### src/rtl/load_scoreboard_ctrl.sv
// Issue-stage scoreboard for outstanding variable-latency loads: stalls ID on
// RAW/WAW/capacity hazards and flags same-cycle load-return bypass.
module load_scoreboard_ctrl #(
   parameter int MAX_OUTSTANDING = 4,
   parameter int CNT_W           = 16
) (
   input  logic             clk,
   input  logic             rst_n,
   input  logic             id_valid,
   input  logic [4:0]       id_rs1,
   input  logic [4:0]       id_rs2,
   input  logic             id_uses_rs2,
   input  logic [4:0]       id_rd,
   input  logic             id_reg_we,
   input  logic             id_is_load,
   input  logic             id_flush,
   input  logic             ld_done,
   input  logic [4:0]       ld_rd,
   output logic             stall,
   output logic             issue,
   output logic             byp_rs1,
   output logic             byp_rs2,
   output logic             busy,
   output logic [3:0]       outstanding,
   output logic [CNT_W-1:0] stall_cycles,
   output logic             err_underflow
);

   localparam logic [3:0] MAX_CNT = 4'(MAX_OUTSTANDING);

   logic [31:1]      pending_bits_reg;
   logic [31:1]      pending_bits_next;
   logic [31:0]      pending;
   logic [3:0]       outstanding_reg;
   logic [3:0]       outstanding_next;
   logic [CNT_W-1:0] stall_cycles_reg;
   logic             err_underflow_reg;
   logic             err_underflow_next;

   logic ret_rs1, ret_rs2, ret_rd;
   logic pend_rs1, pend_rs2, pend_rd;
   logic raw1, raw2, waw, full;
   logic load_issue;

   // x0 can never be pending
   assign pending = {pending_bits_reg, 1'b0};

   assign pend_rs1 = (id_rs1 != 5'd0) && pending[id_rs1];
   assign pend_rs2 = (id_rs2 != 5'd0) && pending[id_rs2];
   assign pend_rd  = (id_rd  != 5'd0) && pending[id_rd];

   assign ret_rs1 = ld_done && (ld_rd == id_rs1) && (id_rs1 != 5'd0);
   assign ret_rs2 = ld_done && (ld_rd == id_rs2) && (id_rs2 != 5'd0);
   assign ret_rd  = ld_done && (ld_rd == id_rd)  && (id_rd  != 5'd0);

   assign raw1 = pend_rs1 && !ret_rs1;
   assign raw2 = id_uses_rs2 && pend_rs2 && !ret_rs2;
   assign waw  = id_reg_we && pend_rd && !ret_rd;
   // A returning load frees a slot in the same cycle, so capacity is not a hazard then
   assign full = id_is_load && (outstanding_reg == MAX_CNT) && !ld_done;

   assign stall   = id_valid && !id_flush && (raw1 || raw2 || waw || full);
   assign issue   = id_valid && !id_flush && !stall;
   assign byp_rs1 = id_valid && pend_rs1 && ret_rs1;
   assign byp_rs2 = id_valid && id_uses_rs2 && pend_rs2 && ret_rs2;

   assign load_issue = issue && id_is_load;

   genvar gi;
   generate
      for (gi = 1; gi < 32; gi++) begin : g_pending
         logic set_bit;
         logic clr_bit;
         assign set_bit = load_issue && (id_rd == 5'(gi));
         assign clr_bit = ld_done && (ld_rd == 5'(gi));
         // Set has priority so a reissued load to the same rd stays tracked
         assign pending_bits_next[gi] = set_bit || (pending_bits_reg[gi] && !clr_bit);
      end
   endgenerate

   always_comb begin
      outstanding_next   = outstanding_reg;
      err_underflow_next = err_underflow_reg;
      if (ld_done && (outstanding_reg == 4'd0)) begin
         err_underflow_next = 1'b1;
      end
      if (load_issue && !ld_done) begin
         outstanding_next = outstanding_reg + 4'd1;
      end else if (!load_issue && ld_done && (outstanding_reg != 4'd0)) begin
         outstanding_next = outstanding_reg - 4'd1;
      end
   end

   always_ff @(posedge clk or negedge rst_n) begin
      if (!rst_n) begin
         pending_bits_reg  <= '0;
         outstanding_reg   <= 4'd0;
         err_underflow_reg <= 1'b0;
         stall_cycles_reg  <= '0;
      end else begin
         pending_bits_reg  <= pending_bits_next;
         outstanding_reg   <= outstanding_next;
         err_underflow_reg <= err_underflow_next;
         if (stall && !(&stall_cycles_reg)) begin
            stall_cycles_reg <= stall_cycles_reg + CNT_W'(1);
         end
      end
   end

   assign outstanding   = outstanding_reg;
   assign busy          = (outstanding_reg != 4'd0);
   assign stall_cycles  = stall_cycles_reg;
   assign err_underflow = err_underflow_reg;

endmodule
### config.mk
export PLATFORM = sky130hd
export DESIGN_NAME = load_scoreboard_ctrl
export DESIGN_NICKNAME = d
export VERILOG_FILES = /design/src/rtl/load_scoreboard_ctrl.sv
export SDC_FILE = /design/constraint.sdc
export NUM_CORES = 1
export LEC_CHECK = 0
export CAP_MARGIN = 30
export CELL_PAD_IN_SITES_DETAIL_PLACEMENT = 1
export CELL_PAD_IN_SITES_GLOBAL_PLACEMENT = 1
export CORE_UTILIZATION = 45
export DETAILED_ROUTE_END_ITERATION = 10
export DONT_BUFFER_PORTS = 1
export GPL_TIMING_DRIVEN = 0
export HOLD_SLACK_MARGIN = 0.15
export PLACE_DENSITY_LB_ADDON = 0.1
export RECOVER_POWER = 100
export SYNTH_ARGS = -nofsm -noshare
export SYNTH_HDL_FRONTEND = slang
export SYNTH_SLANG_ARGS = --single-unit
### constraint.sdc
create_clock -name clk -period 3.65 [get_ports clk]
set_input_delay 1.095 -clock clk [delete_from_list [all_inputs] [get_ports clk]]
set_output_delay 1.095 -clock clk [all_outputs]
set_load 0.01 [all_outputs]
==> flow_summary.json, run 1 <==
{
  "status": "finished, violations left",
  "violations": "negative setup slack",
  "root_buffer": "clkbuf_8",
  "dr_total_vias": 3300,
  "synth_ff_type": "dfrtp_1",
  "rsz0062_at_grt": "true",
  "grt_pass1_vias": 3344,
  "multi_input_area_um2": 2445,
  "vdd_drop_max_uv": 231.6,
  "synth_edf_count": 0,
  "vias_per_cell": 6.587,
  "die_w_um": 93.20,
  "path_cells": "mux4_2, mux2_4, a211oi_4, o32ai_4, buf_6, nor3_4",
  "async_flop_share_pct": 100.0,
  "fin_util_pct": 55.50,
  "p_per_area_nw_per_um2": 376.1,
  "drive_gt1_share_pct": 27.07,
  "ios": 54,
  "drt_iter0_drc": 199,
  "avgSynthCellArea_um2": 9.980,
  "fill_cells": 872,
  "cts_tree": "built",
  "fmax_mhz": 266.6,
  "wl_um": 12380,
  "final.setup.worst_slack_ps": -101.6,
  "startpoint": "id_rs1[0]",
  "nets": 428,
  "fin_cells": 501,
  "die_area_um2": 8685,
  "worst_path_max_delay_cell": "mux4_2",
  "grt_pass1_wl_um": 19260,
  "syn_inst": 375,
  "r2r_start": "outstanding[1]$_DFFE_PN0P_",
  "maxSlewViolCount": 0,
  "ant_nets": 0,
  "required_ps": 2550,
  "setup_viol": 3,
  "first_pass_iters": 4,
  "clkLatencyLatePin_ps": 320,
  "die_y_um": 93.20,
  "antenna_found_initial": 0,
  "worst_slew_pin_slew_ps": 683.7,
  "post_drt_wl_per_cell_um": 24.71,
  "min_period_ps": 3752,
  "grt_usage_pct": 29.58,
  "seq_area_um2": 1301,
  "io_buffers": 0,
  "drc": 0,
  "ys_seq_elements": 52,
  "postCtsHoldBufs": 0,
  "syn_nets": 405,
  "numCtsBuffers": 5,
  "antenna_cells": 0,
  "dp_worst_setup_slack_ps": -702.3,
  "hold_path_class": "in -> async",
  "crit_fanout": 4,
  "placeableCoreArea_um2": 7888,
  "area_growth_pct": 16.98,
  "grt_start_max_net_pins": 53,
  "p_leak_nw": 1.733,
  "cts_max_level": 2,
  "initial_utilization_pct": 47.45,
  "end_kind": "output port",
  "worstPathArrival_ps": 2660,
  "cts_buffer_depth": 2,
  "rows": 32,
  "hold_slack_ps": 455.6,
  "cp_slowest_stage_delay_ps": 470,
  "ys_seq_area_share_pct": 34.77,
  "largest_reg_flops": 31,
  "clock_sinks": 52,
  "fin_worst_skew_ps": 15.53,
  "post-place-cells": 477,
  "hold_viol": 0,
  "synthDistinctLibCells": 63,
  "timing.slew.headroom_pct": 54.42,
  "reg2reg_slack_ps": 250,
  "cp-start-kind": "primary input",
  "maxCapViolations": 0,
  "grt_overflow": 0,
  "clk_pin_slew_worst_paths_ps": 110,
  "fin_crit_sh_pct": 102.8,
  "place_congestion": 0.8969,
  "synthesis.area_um2": 3742,
  "yosys_warnings": 0,
  "worstSetupPathType": "in -> out",
  "dpl.hpwl_um": 8680
}
-- layout make-up --
class                   instances  area share (%)
clock inverters                 1          0.1715
flip-flops and latches         52           29.72
plain buffers                  27           5.201
well taps                     102           2.915
multi-input cells             290           55.84
inverters                       4          0.3430
repair buffers                 18           3.830
clock buffers                   7           1.972
-- cell families after synthesis --
| group | count (synthesis) | synth area share [%] |
|---|---|---|
| AOI/OAI and AO/OA | 95 | 17.59 |
| xor gates and xnor gates | 29 | 6.787 |
| adders and majority gates | 2 | 0.6686 |
| buffers and inverters | 33 | 4.714 |
| DFF | 52 | 34.77 |
| muxes | 36 | 15.58 |
| and+or+nand+nor | 128 | 19.89 |
-- per-stage QoR --
stage                     area, µm²  power, mW  setup TNS, ps
after floorplan                3801      1.091         -207.0
after global placement         3929      1.195          -2321
after detailed placement       3929      1.215          -2632
after CTS                      4279      1.615         -309.7
after global routing           4378      1.735         -346.5
final                          4378      1.646         -190.0
-- layout by cell type, fill, tap and decap left out, drive strengths merged, types with 2 or more instances in the layout --
cell type / n
clkbuf: 20
and2: 2
o22ai: 3
nor2: 14
nand3: 15
mux2i: 11
or3: 6
nand2b: 9
nor2b: 5
nand3b: 4
xor2: 16
or2: 4
mux4: 17
nor4b: 2
nor4: 13
dfrtp: 52
o21ai: 43
xnor2: 13
o31ai: 24
and3: 4
mux2: 8
a21oi: 7
nand4: 4
nand4b: 2
buf: 31
nor3: 12
a31oi: 2
ha: 2
nand2: 27
inv: 4
-- critical path, delay by kind of cell --
family | cells | cell delay (ps)
AO/OA/AOI/OAI | 2 | 470
multiplexers | 2 | 780
buffers and inverters | 1 | 150
AND/OR/NAND/NOR | 1 | 170
-- synthesized netlist by cell type (2+ instances only) --
library cell	number	share of area, %
dfrtp_1	52	35
xor2_1	16	3.7
a21oi_1	7	0.94
nor3_1	11	1.5
nor4_1	6	1.0
nand3_1	15	2.0
nor4_2	7	2.3
and3_1	4	0.67
buf_2	6	0.80
o21ai_1	10	1.3
clkbuf_1	11	1.1
nor2b_1	5	0.84
or3_1	6	1.0
nand2b_1	9	1.5
nand2_1	27	2.7
mux2_1	5	1.5
mux2i_1	11	2.9
buf_6	5	1.5
nor2_2	2	0.33
inv_1	3	0.30
buf_4	2	0.40
o31ai_1	20	4.0
or2_2	3	0.50
nand4_1	4	0.67
buf_1	5	0.50
nor2_1	12	1.2
mux2_2	3	0.90
xnor2_1	13	3.0
nand3b_1	4	0.80
mux4_2	17	10
o22ai_1	2	0.33
o31ai_2	4	1.3
ha_1	2	0.67
and2_1	2	0.33
a31oi_1	2	0.33
nor4b_1	2	0.47
o21ai_0	33	4.4
nand4b_1	2	0.47
-- timing repair --
| action | in CTS | in global routing |
|---|---|---|
| pin swaps | 9 | 14 |
| buffers inserted | 10 | 7 |
| gates resized for setup | 36 | 19 |
| setup endpoints to repair | 6 | 6 |
| gates cloned | 1 | 0 |
-- path summary, 6_finish.rpt --
kind                                            endpoint  depth (start not counted)
min in group clk               err_underflow$_DFFE_PN0P_                          1
min reg2reg                    err_underflow$_DFFE_PN0P_                          1
max in group asynchronous  pending_bits_reg[1]$_DFF_PN0_                          0
max reg2reg                   outstanding[2]$_DFFE_PN0P_                         15
max                                                issue                          6
min                         stall_cycles[15]$_DFFE_PN0P_                          0
-- routing by layer --
| metal | global-route usage [%] | vias up | share of wire (%) |
|---|---|---|---|
| met5 | 0 | - | 0 |
| met4 | 7.308 | 0 | 1.8 |
| met3 | 4.634 | 17 | 6.1 |
| met2 | 47.37 | 126 | 48 |
| met1 | 41.95 | 1693 | 44 |
| li1 | - | 1464 | - |
-- power by group --
part	internal [mW]	switching, mW
Clock	0.155	0.206
Combinational	0.251	0.259
Sequential	0.648	0.128
(Power assumes the default switching activity.)
==> run 2, diff against run 1 <==
CORE_MARGIN = 5   (was not set)
CORE_UTILIZATION = 36   (was 45)
TNS_END_PERCENT = 20   (was not set)
==> run 2 against run 1 <==
Against the previous run: the flow still finishes with violations (negative setup slack); clock power about the same; sequential cell count unchanged; die area up 44%; register-to-register slack about the same; setup slack worse by 10 ps; worst hold slack better by 10 ps; final area down 0.46%; power down 1.4%; first-iteration DRC count up 0.50%; final cell count up 6.8%; highest routed layer unchanged.
==> flow_summary.json, run 2 (same netlist as run 1, synthesis figures left out) <==
{
  "status": "finished, violations left",
  "violations": "negative setup slack",
  "cts_tree": "built",
  "wl_um": 12630,
  "timing.slew.headroom_pct": 55.43,
  "p_per_area_nw_per_um2": 372.5,
  "antenna_cells": 0,
  "postCtsHoldBufs": 0,
  "placeableCoreArea_um2": 10230,
  "die_area_um2": 12530,
  "stdcell_area_um2": 4358,
  "nets": 429,
  "clk_pin_slew_worst_paths_ps": 100,
  "hold_slack_ps": 465.8,
  "root_buffer": "clkbuf_8",
  "die_y_um": 112.0,
  "grt_pass1_vias": 3414,
  "fin_crit_sh_pct": 103.1,
  "crit_fanout": 10,
  "cp-start-kind": "primary input",
  "rsz0062_at_grt": "true",
  "antenna_found_initial": 0,
  "worstPathArrival_ps": 3980,
  "r2r-end": "outstanding[2]$_DFFE_PN0P_",
  "grtUsageMet1_pct": 26.47,
  "gr-max-usage-layer": "met2",
  "area_growth_pct": 16.45,
  "grt_pass1_wl_um": 19660,
  "met3_usage_pct": 3.533,
  "grt_usage_pct": 19.99,
  "reg2reg_slack_ps": 250,
  "cts_max_level": 2,
  "grt_overflow": 0,
  "io_buffers": 0,
  "final.setup.worst_slack_ps": -111.7,
  "worst_slew_pin_slew_ps": 668.6,
  "clock_sinks": 52,
  "worstSetupPathType": "in -> reg",
  "clkLatencyLatePin_ps": 310,
  "layout_common_cells": "dfrtp_1, o21ai_0, nand2_1",
  "numCtsBuffers": 5,
  "drt_iter0_drc": 200,
  "post_drt_wl_per_cell_um": 23.60,
  "drive_gt1_share_pct": 26.07,
  "largest_reg_flops": 31,
  "ant_nets": 0,
  "r2r_start": "outstanding[1]$_DFFE_PN0P_",
  "vias_per_cell": 5.953,
  "fmax_mhz": 265.8,
  "initial_utilization_pct": 36.58,
  "end_kind": "flip-flop",
  "ios": 54,
  "maxSlewViolCount": 0,
  "maxCapViolations": 0,
  "rr_worst_depth": 15,
  "rows": 37,
  "grt_start_max_net_pins": 53,
  "use_met2_pct": 33.85,
  "min_period_ps": 3762,
  "fin_worst_skew_ps": 11.51,
  "placed_area_um2": 3935,
  "required_ps": 3870,
  "dpl.hpwl_um": 9129,
  "die_w_um": 112.0,
  "hold_path_class": "in -> async",
  "drc": 0,
  "dr_total_vias": 3185,
  "setup_viol": 3,
  "first_pass_iters": 4,
  "hold_viol": 0,
  "final_common_cell": "dfrtp_1",
  "vdd_drop_max_uv": 150.9,
  "place_congestion": 0.8570,
  "cts_buffer_depth": 2,
  "p_leak_nw": 1.716
}
## run 2: per-layer routing
| metal | vias to the layer above | wire [µm] | part of all wire [%] |
|---|---|---|---|
| met4 | 0 | 243 | 1.9 |
| met3 | 16 | 585 | 4.6 |
| met1 | 1633 | 5630 | 45 |
| li1 | 1462 | - | - |
| met2 | 74 | 6168 | 49 |
| met5 | - | 0 | 0 |
## run 2: worst max-delay path: stages
cell	delay (ps)
buf_8	130
or4_4	530
o221ai_2	190
a21oi_2	50
o22ai_2	270
buf_6	160
o211ai_4	90
or2_1	260
buf_6	130
nor2_4	90
xnor2_1	90
ha_2	200
or3_4	330
o22a_1	210
o22ai_1	160
## run 2: how the worst max path moves through the flow
stage	startpoint	to	slack, ps	depth (start not counted)
CTS	id_rs1[0]	issue	-170	6
global placement	id_rd[2]	stall	-530	9
global route	id_rs2[0]	outstanding[2]$_DFFE_PN0P_	-170	15
floorplan	id_rs2[3]	outstanding[2]$_DFFE_PN0P_	-130	14
detailed placement	ld_rd[2]	outstanding[2]$_DFFE_PN0P_	-580	13
finish	id_rs2[0]	outstanding[2]$_DFFE_PN0P_	-110	15
## run 2: layout make-up
type                       count  area, µm²
tap                          136      170.2
timing repair buffer          17      127.6
inverter                       4      15.01
buffer                        29      225.2
fill                        1148       5873
clock buffer                   7      96.34
sequential                    52       1301
multi-input combinational    290       2422
## run 2: metrics by stage
stage / cells / setup TNS (ps) / total power [mW] / worst slack, ps / util, %
floorplan: 375 / -315.1 / 1.085 / -130.4 / -
detailed placement: 511 / -2486 / 1.206 / -577.5 / 38.46
global placement: 511 / -2206 / 1.194 / -532.8 / 38.46
global route: 535 / -581.2 / 1.716 / -166.6 / 42.60
CTS: 527 / -489.6 / 1.612 / -167.6 / 41.40
finish: 535 / -270.5 / 1.623 / -111.7 / 42.60
## run 2: report_power, final
group,switching (mW),total [mW],internal (mW),leakage (nW)
registers,0.127,0.775,0.648,0.700
logic,0.249,0.485,0.237,0.966
clock network,0.193,0.363,0.170,0.0503
total,0.569,1.62,1.05,1.72
## run 2: repair_timing
item / 4_1_cts / 5_1_grt
buffers inserted: 9 / 8
pin swaps: 13 / 12
gates resized for setup: 36 / 25
endpoints found under the setup margin: 6 / 5
==> run 3, diff against run 2 <==
SLEW_MARGIN = 20   (was not set)
==> results of run 3 <==
Final layout, timing and power as in run 2 (identical DEF).
